[src/rtl/adder_bist.sv]
// Built-in self-test controller for a 1-bit full adder with propagate/generate outputs.
// Sweeps {cin,a,b} = 0..7 for PASSES sweeps, counts mismatches and latches the first failing vector.
module adder_bist #(
    parameter int SETTLE_CYCLES = 1,
    parameter int PASSES        = 1
) (
    input  logic       clk,
    input  logic       rst_n,
    input  logic       start_i,
    output logic       dut_cin_o,
    output logic       dut_a_o,
    output logic       dut_b_o,
    input  logic       dut_s_i,
    input  logic       dut_cout_i,
    input  logic       dut_p_i,
    input  logic       dut_g_i,
    output logic       busy_o,
    output logic       done_o,
    output logic       pass_o,
    output logic [7:0] err_count_o,
    output logic       first_err_valid_o,
    output logic [6:0] first_err_vec_o
);

    typedef enum logic [1:0] {
        ST_IDLE  = 2'd0,
        ST_DRIVE = 2'd1,
        ST_CHECK = 2'd2,
        ST_DONE  = 2'd3
    } state_t;

    localparam logic [3:0] SETTLE_LAST = 4'(SETTLE_CYCLES - 1);
    localparam logic [7:0] PASS_LAST   = 8'(PASSES - 1);

    // Golden response {s,cout,p,g} for a stimulus vector {cin,a,b}
    function automatic logic [3:0] golden_fn(input logic [2:0] vec);
        logic cin;
        logic a;
        logic b;
        cin = vec[2];
        a   = vec[1];
        b   = vec[0];
        return {a ^ b ^ cin, (a & b) | (cin & (a ^ b)), a ^ b, a & b};
    endfunction

    state_t     state_q;
    logic [2:0] vec_q;
    logic [2:0] stim_q;
    logic [3:0] settle_q;
    logic [7:0] pass_cnt_q;
    logic [7:0] err_count_q;
    logic [7:0] err_count_d;
    logic       first_err_valid_q;
    logic [6:0] first_err_vec_q;
    logic       busy_q;
    logic       done_q;
    logic [3:0] resp_s;
    logic       mismatch_s;

    // Response compare against the driven vector; the case-equality makes X/Z a mismatch
    always_comb begin
        resp_s      = {dut_s_i, dut_cout_i, dut_p_i, dut_g_i};
        mismatch_s  = (resp_s === golden_fn(stim_q)) ? 1'b0 : 1'b1;
        err_count_d = err_count_q;
        if (mismatch_s && (err_count_q != 8'hFF)) begin
            err_count_d = err_count_q + 8'd1;
        end else begin
            err_count_d = err_count_q;
        end
    end

    // Sequencer FSM with registered stimulus, status and result outputs
    always_ff @(posedge clk or negedge rst_n) begin
        if (!rst_n) begin
            state_q           <= ST_IDLE;
            vec_q             <= 3'd0;
            stim_q            <= 3'd0;
            settle_q          <= 4'd0;
            pass_cnt_q        <= 8'd0;
            err_count_q       <= 8'd0;
            first_err_valid_q <= 1'b0;
            first_err_vec_q   <= 7'd0;
            busy_q            <= 1'b0;
            done_q            <= 1'b0;
        end else begin
            case (state_q)
                ST_IDLE, ST_DONE: begin
                    if (start_i) begin
                        state_q           <= ST_DRIVE;
                        vec_q             <= 3'd0;
                        stim_q            <= 3'd0;
                        settle_q          <= 4'd0;
                        pass_cnt_q        <= 8'd0;
                        err_count_q       <= 8'd0;
                        first_err_valid_q <= 1'b0;
                        first_err_vec_q   <= 7'd0;
                        busy_q            <= 1'b1;
                        done_q            <= 1'b0;
                    end else begin
                        stim_q <= 3'd0;
                        busy_q <= 1'b0;
                        done_q <= (state_q == ST_DONE);
                    end
                end
                ST_DRIVE: begin
                    if (settle_q == SETTLE_LAST) begin
                        settle_q <= 4'd0;
                        state_q  <= ST_CHECK;
                    end else begin
                        settle_q <= settle_q + 4'd1;
                    end
                end
                ST_CHECK: begin
                    err_count_q <= err_count_d;
                    if (mismatch_s && !first_err_valid_q) begin
                        first_err_valid_q <= 1'b1;
                        first_err_vec_q   <= {stim_q, resp_s};
                    end
                    if (vec_q != 3'd7) begin
                        vec_q   <= vec_q + 3'd1;
                        stim_q  <= vec_q + 3'd1;
                        state_q <= ST_DRIVE;
                    end else if (pass_cnt_q < PASS_LAST) begin
                        vec_q      <= 3'd0;
                        stim_q     <= 3'd0;
                        pass_cnt_q <= pass_cnt_q + 8'd1;
                        state_q    <= ST_DRIVE;
                    end else begin
                        stim_q  <= 3'd0;
                        busy_q  <= 1'b0;
                        done_q  <= 1'b1;
                        state_q <= ST_DONE;
                    end
                end
                default: begin
                    state_q <= ST_IDLE;
                    stim_q  <= 3'd0;
                    busy_q  <= 1'b0;
                    done_q  <= 1'b0;
                end
            endcase
        end
    end

    assign dut_cin_o         = stim_q[2];
    assign dut_a_o           = stim_q[1];
    assign dut_b_o           = stim_q[0];
    assign busy_o            = busy_q;
    assign done_o            = done_q;
    assign pass_o            = done_q & (err_count_q == 8'd0);
    assign err_count_o       = err_count_q;
    assign first_err_valid_o = first_err_valid_q;
    assign first_err_vec_o   = first_err_vec_q;

endmodule

[config.mk]
export PLATFORM = sky130hd
export DESIGN_NAME = adder_bist
export DESIGN_NICKNAME = d
export VERILOG_FILES = /design/src/rtl/adder_bist.sv
export SDC_FILE = /design/constraint.sdc
export NUM_CORES = 1
export LEC_CHECK = 0
export CORE_MARGIN = 1
export CORE_UTILIZATION = 40
export CTS_CLUSTER_DIAMETER = 100
export DETAILED_ROUTE_END_ITERATION = 6
export HOLD_SLACK_MARGIN = 0.05
export PLACE_DENSITY = 0.73
export SLEW_MARGIN = 10
export SYNTH_ARGS = -nofsm -noshare
export SYNTH_HDL_FRONTEND = slang
export SYNTH_SLANG_ARGS = --single-unit
[constraint.sdc]
create_clock -name clk -period 2.39 [get_ports clk]
set_input_delay 0.3585 -clock clk [delete_from_list [all_inputs] [get_ports clk]]
set_output_delay 0.3585 -clock clk [all_outputs]
set_load 0.01 [all_outputs]
==> reports/summary.log <==
[synth] Yosys warnings 0
[pwr] net switching power figure 0.828 mW
[critical_path] launching element of the worst setup path stim_q[1]$_DFFE_PN0P_
[global_routing] number of global-route vias before repair 1548
[floorplan] floorplan row count 24
[cts] insertion delay of the later-clocked pin in the worst-skew pair 0.28 ns
[place] post-place instance area 0.00216 mm²
[sta] Slew Limit Headroom 63.7%
[sta] Setup TNS Final 0 ns
[pwr] Max IR drop VDD 536 µV
[cts] TritonCTS buffer count 5
[final_layout] proportion of layout cells with a drive suffix above 1 10.3%
[route] number of remaining DRC errors 0
[global_routing] overflow left after global routing 0
[route] vias per cell 5.66
[pwr] power per standard cell area 955 mW/mm²
[sta] fraction of the cycle the final worst path needs 91.1%
[synth] multiplexer area fraction after synthesis 2.49%
[final_layout] most used cells in the layout excluding fill and tap cells 30 x dfrtp_1, 28 x nand2_1, 27 x clkdlybuf4s50_1
[synth] Synth Area in Compound Gates 20.1%
[final_layout] Final #Nets 242
[cts] CTS sink cnt 30
[route] via total after detailed routing 1562
[route] Starting DRT DRC Count 121
[route] Detailed Route WL 4.13 mm
[floorplan] die span in y 69.2 µm
[global_routing] largest net degree at the start of global routing 31
[floorplan] Die Span X 69.2 µm
[critical_path] Worst Setup Path Type reg -> reg
[cts] buffers inserted by post-CTS timing repair 0
[global_routing] global-route wire length before repair 7.31 mm
[critical_path] worst-path cell with the longest stage delay fa_1
[critical_path] depth of the worst register-to-register path 5
[pwr] Sequential Power Share 31.9%
[cts] root buf cell clkbuf_8
[final_layout] area growth from synthesis to layout 25.3%
[critical_path] max incr delay on CP 0.48 ns
[outcome] run status complete, no violations
[floorplan] Die Footprint 0.00479 mm²
[sta] total setup violations reported at the end of the flow 0
[pwr] design internal power 1.33 mW
[sta] setup repair after global routing missed its margin no
[critical_path] reg-to-reg critical path startpoint stim_q[1]$_DFFE_PN0P_
[pwr] total chip power 2.16 mW
[critical_path] worst setup path endpoint first_err_vec_o[2]$_DFFE_PN0P_
[synth] dominant combinational cell family by area after synthesis simple AND/OR/NAND/NOR gates
[synth] Synth Area per Inst 9.61 µm²
[pwr] clock group share of total power 23.3%
[synth] number of nets produced by synthesis 207
[synth] instance count of the mapped netlist 188
[global_routing] number of antenna violations at the first check in global routing 0
[synth] number of enable flip-flop cells after synthesis 0
[synth] post-synthesis sequential area ratio 41.6%
[place] IO Port Bufs 28
[final_layout] commonest non-fill, non-tap cell in the layout dfrtp_1
[critical_path] Worst Setup Start Kind flop
[sta] worst-case setup margin in the final layout 0.213 ns
[sta] transition time at the pin with the least slew margin 0.534 ns
[pwr] standby leakage power 1.00 nW
[critical_path] Worst setup EP type flop
[final_layout] final std cell area, no fill 0.00226 mm²
[synth] Synth async-reset ratio 100%
[cts] number of H-tree levels 2
[critical_path] endpoint of the lowest-slack register-to-register path first_err_vec_o[2]$_DFFE_PN0P_
[sta] Min Clock Period, post-route 2.18 ns
[sta] Max Slew Vio Count 0
[place] routability-driven placement congestion ratio 0.804
[sta] maximum frequency from static timing analysis 0.459 GHz
[synth] synthesized-area fraction occupied by xor and xnor cells 1.94%
[floorplan] core area 0.00435 mm²
[worst_hold_path] worst hold path type in -> async
[global_routing] total routing usage reported by global routing 19.2%
[critical_path] CP Data Arrival Time 2.35 ns
[critical_path] CP cell instances fa_1 > xnor2_1 > and4_1 > nor4b_4 > a221o_2
[final_layout] antenna fix cells 0
[floorplan] effective utilization at floorplan 41.5%
[place] worst slack at placement 0.216 ns
[critical_path] worst path required time 2.56 ns
[synth] dominant register cell in the synthesized netlist dfrtp_1
[floorplan] Top-Level Pins 29
[route] wire length per cell 15.0 µm
[critical_path] R2R Setup Slk 0.21 ns
[route] first drt pass iteration count 4
[cts] Clock transition at path regs 0.07 ns
[sta] number of hold violations in the final report 0
[synth] netlist area before placement 0.00181 mm²
[critical_path] Worst Path Max Fanout 7
[synth] number of distinct library cells after synthesis 46
[run] max_cap viols 0
[cts] buffer depth of the longest clock path 2
[synth] post-synthesis share of cell area spent on and, or, nand and nor gates 20.6%
[sta] Clock Skew 0.00783 ns
[synth] flip-flop and latch count after synthesis 30
[pwr] combinational power share 44.8%
[route] DRT antenna net count 0
[synth] Post-Synth Adder-Cell Area 8.73%
[cts] TritonCTS clock tree built
[place] Detail Placement HPWL 2.91 mm
[pwr] switching part of the total power 38.3%
==> synth_stat cells, types with 2 or more instances <==
cell,count,share of area [%]
buf_4,2,0.83
a41oi_1,3,1.5
nor3_1,2,0.55
mux2i_1,2,1.1
a221o_1,2,1.1
a221o_2,5,3.1
a211oi_1,2,0.83
o221ai_1,2,0.97
o31ai_1,2,0.83
nand3_1,7,1.9
a21oi_1,7,1.9
inv_1,9,1.9
o21ai_0,12,3.3
nand2_1,28,5.8
nor2b_1,3,1.0
nor2_1,11,2.3
nand3b_1,2,0.83
clkbuf_1,3,0.62
ha_1,11,7.6
xnor2_1,4,1.9
nand2b_1,3,1.0
nand4_1,2,0.69
and3_1,9,3.1
buf_6,2,1.2
o311ai_0,2,0.97
dfrtp_1,30,42
a22o_1,2,0.97
==> flip-flops by register name, summed over array words and instances (netlist names) <==
| signal | cells |
|---|---|
| err_count_o | 8 |
| stim_q | 3 |
| vec_q | 3 |
| first_err_valid_o | 1 |
| done_o | 1 |
| state_q | 2 |
| busy_o | 1 |
| settle_q | 4 |
| first_err_vec_o | 7 |
==> timing repair <==
item	4_1_cts	5_1_grt
gates resized for setup	1	0
endpoints found under the setup margin	1	0
hold buffers	0	0
==> per-layer routing <==
| metal | part of all wire, % | wire length [µm] | GRT usage, % |
|---|---|---|---|
| met4 | 1.1 | 46 | 7.26 |
| met1 | 47 | 1960 | 25.6 |
| met2 | 48 | 1970 | 30.9 |
| met3 | 3.9 | 160 | 3.78 |
| met5 | 0 | 0 | 0 |
==> per-stage QoR <==
step / hold WS, ns / utilization [%] / instances
2_1_floorplan: 0.0629 / - / 188
3_3_place_gp: 0.470 / 49.5 / 268
3_5_place_dp: 0.476 / 49.5 / 268
4_1_cts: 0.491 / 52.0 / 276
5_1_grt: 0.512 / 52.0 / 276
6_report: 0.473 / 52.0 / 276
==> cells by family (layout without fill, tap and decap cells) <==
logic type / Yosys count / count (layout)
buffers and inverters: 16 / 52
DFF: 30 / 30
and+or+nand+nor: 73 / 73
xor gates and xnor gates: 4 / 4
muxes: 4 / 4
adders and majority gates: 12 / 12
AOI/OAI and AO/OA: 49 / 49
==> cell type report <==
type                       instances  area, µm²
clock inverter                     3       40.0
fill                             388       2090
timing repair buffer              35        332
multi-input combinational        142        973
clock buffer                       5       68.8
tap                               52       65.1
sequential                        30        751
inverter                           9       33.8
==> worst min-delay path by stage <==
stage,slack [ns],cells after the start,from,to
4_1_cts,0.49,2,rst_n,settle_q[1]$_DFFE_PN0P_
6_report,0.47,2,rst_n,err_count_o[2]$_DFFE_PN0P_
2_1_floorplan,0.06,0,rst_n,busy_o$_DFFE_PN0P_
3_5_place_dp,0.48,2,vec_q[1]$_DFFE_PN0P_,vec_q[1]$_DFFE_PN0P_
3_3_place_gp,0.47,2,vec_q[1]$_DFFE_PN0P_,vec_q[1]$_DFFE_PN0P_
5_1_grt,0.51,2,rst_n,state_q[0]$_DFFE_PN0P_
==> power groups by stage <==
stage	logic, mW	registers [mW]	clock network, mW
3_5_place_dp	0.970	0.697	0
6_report	0.969	0.690	0.504
3_3_place_gp	0.954	0.696	0
5_1_grt	1.08	0.707	0.531
2_1_floorplan	0.622	0.710	0
4_1_cts	0.971	0.691	0.509
==> critical path: cells and delay by family (launching register included) <==
kind / cells / cell delay [ns]
simple gates: 2 / 0.53
fa+ha+maj: 1 / 0.48
flops: 1 / 0.44
compound gates: 1 / 0.36
xor+xnor: 1 / 0.25
Note: power is estimated with default switching activity, not from simulation.
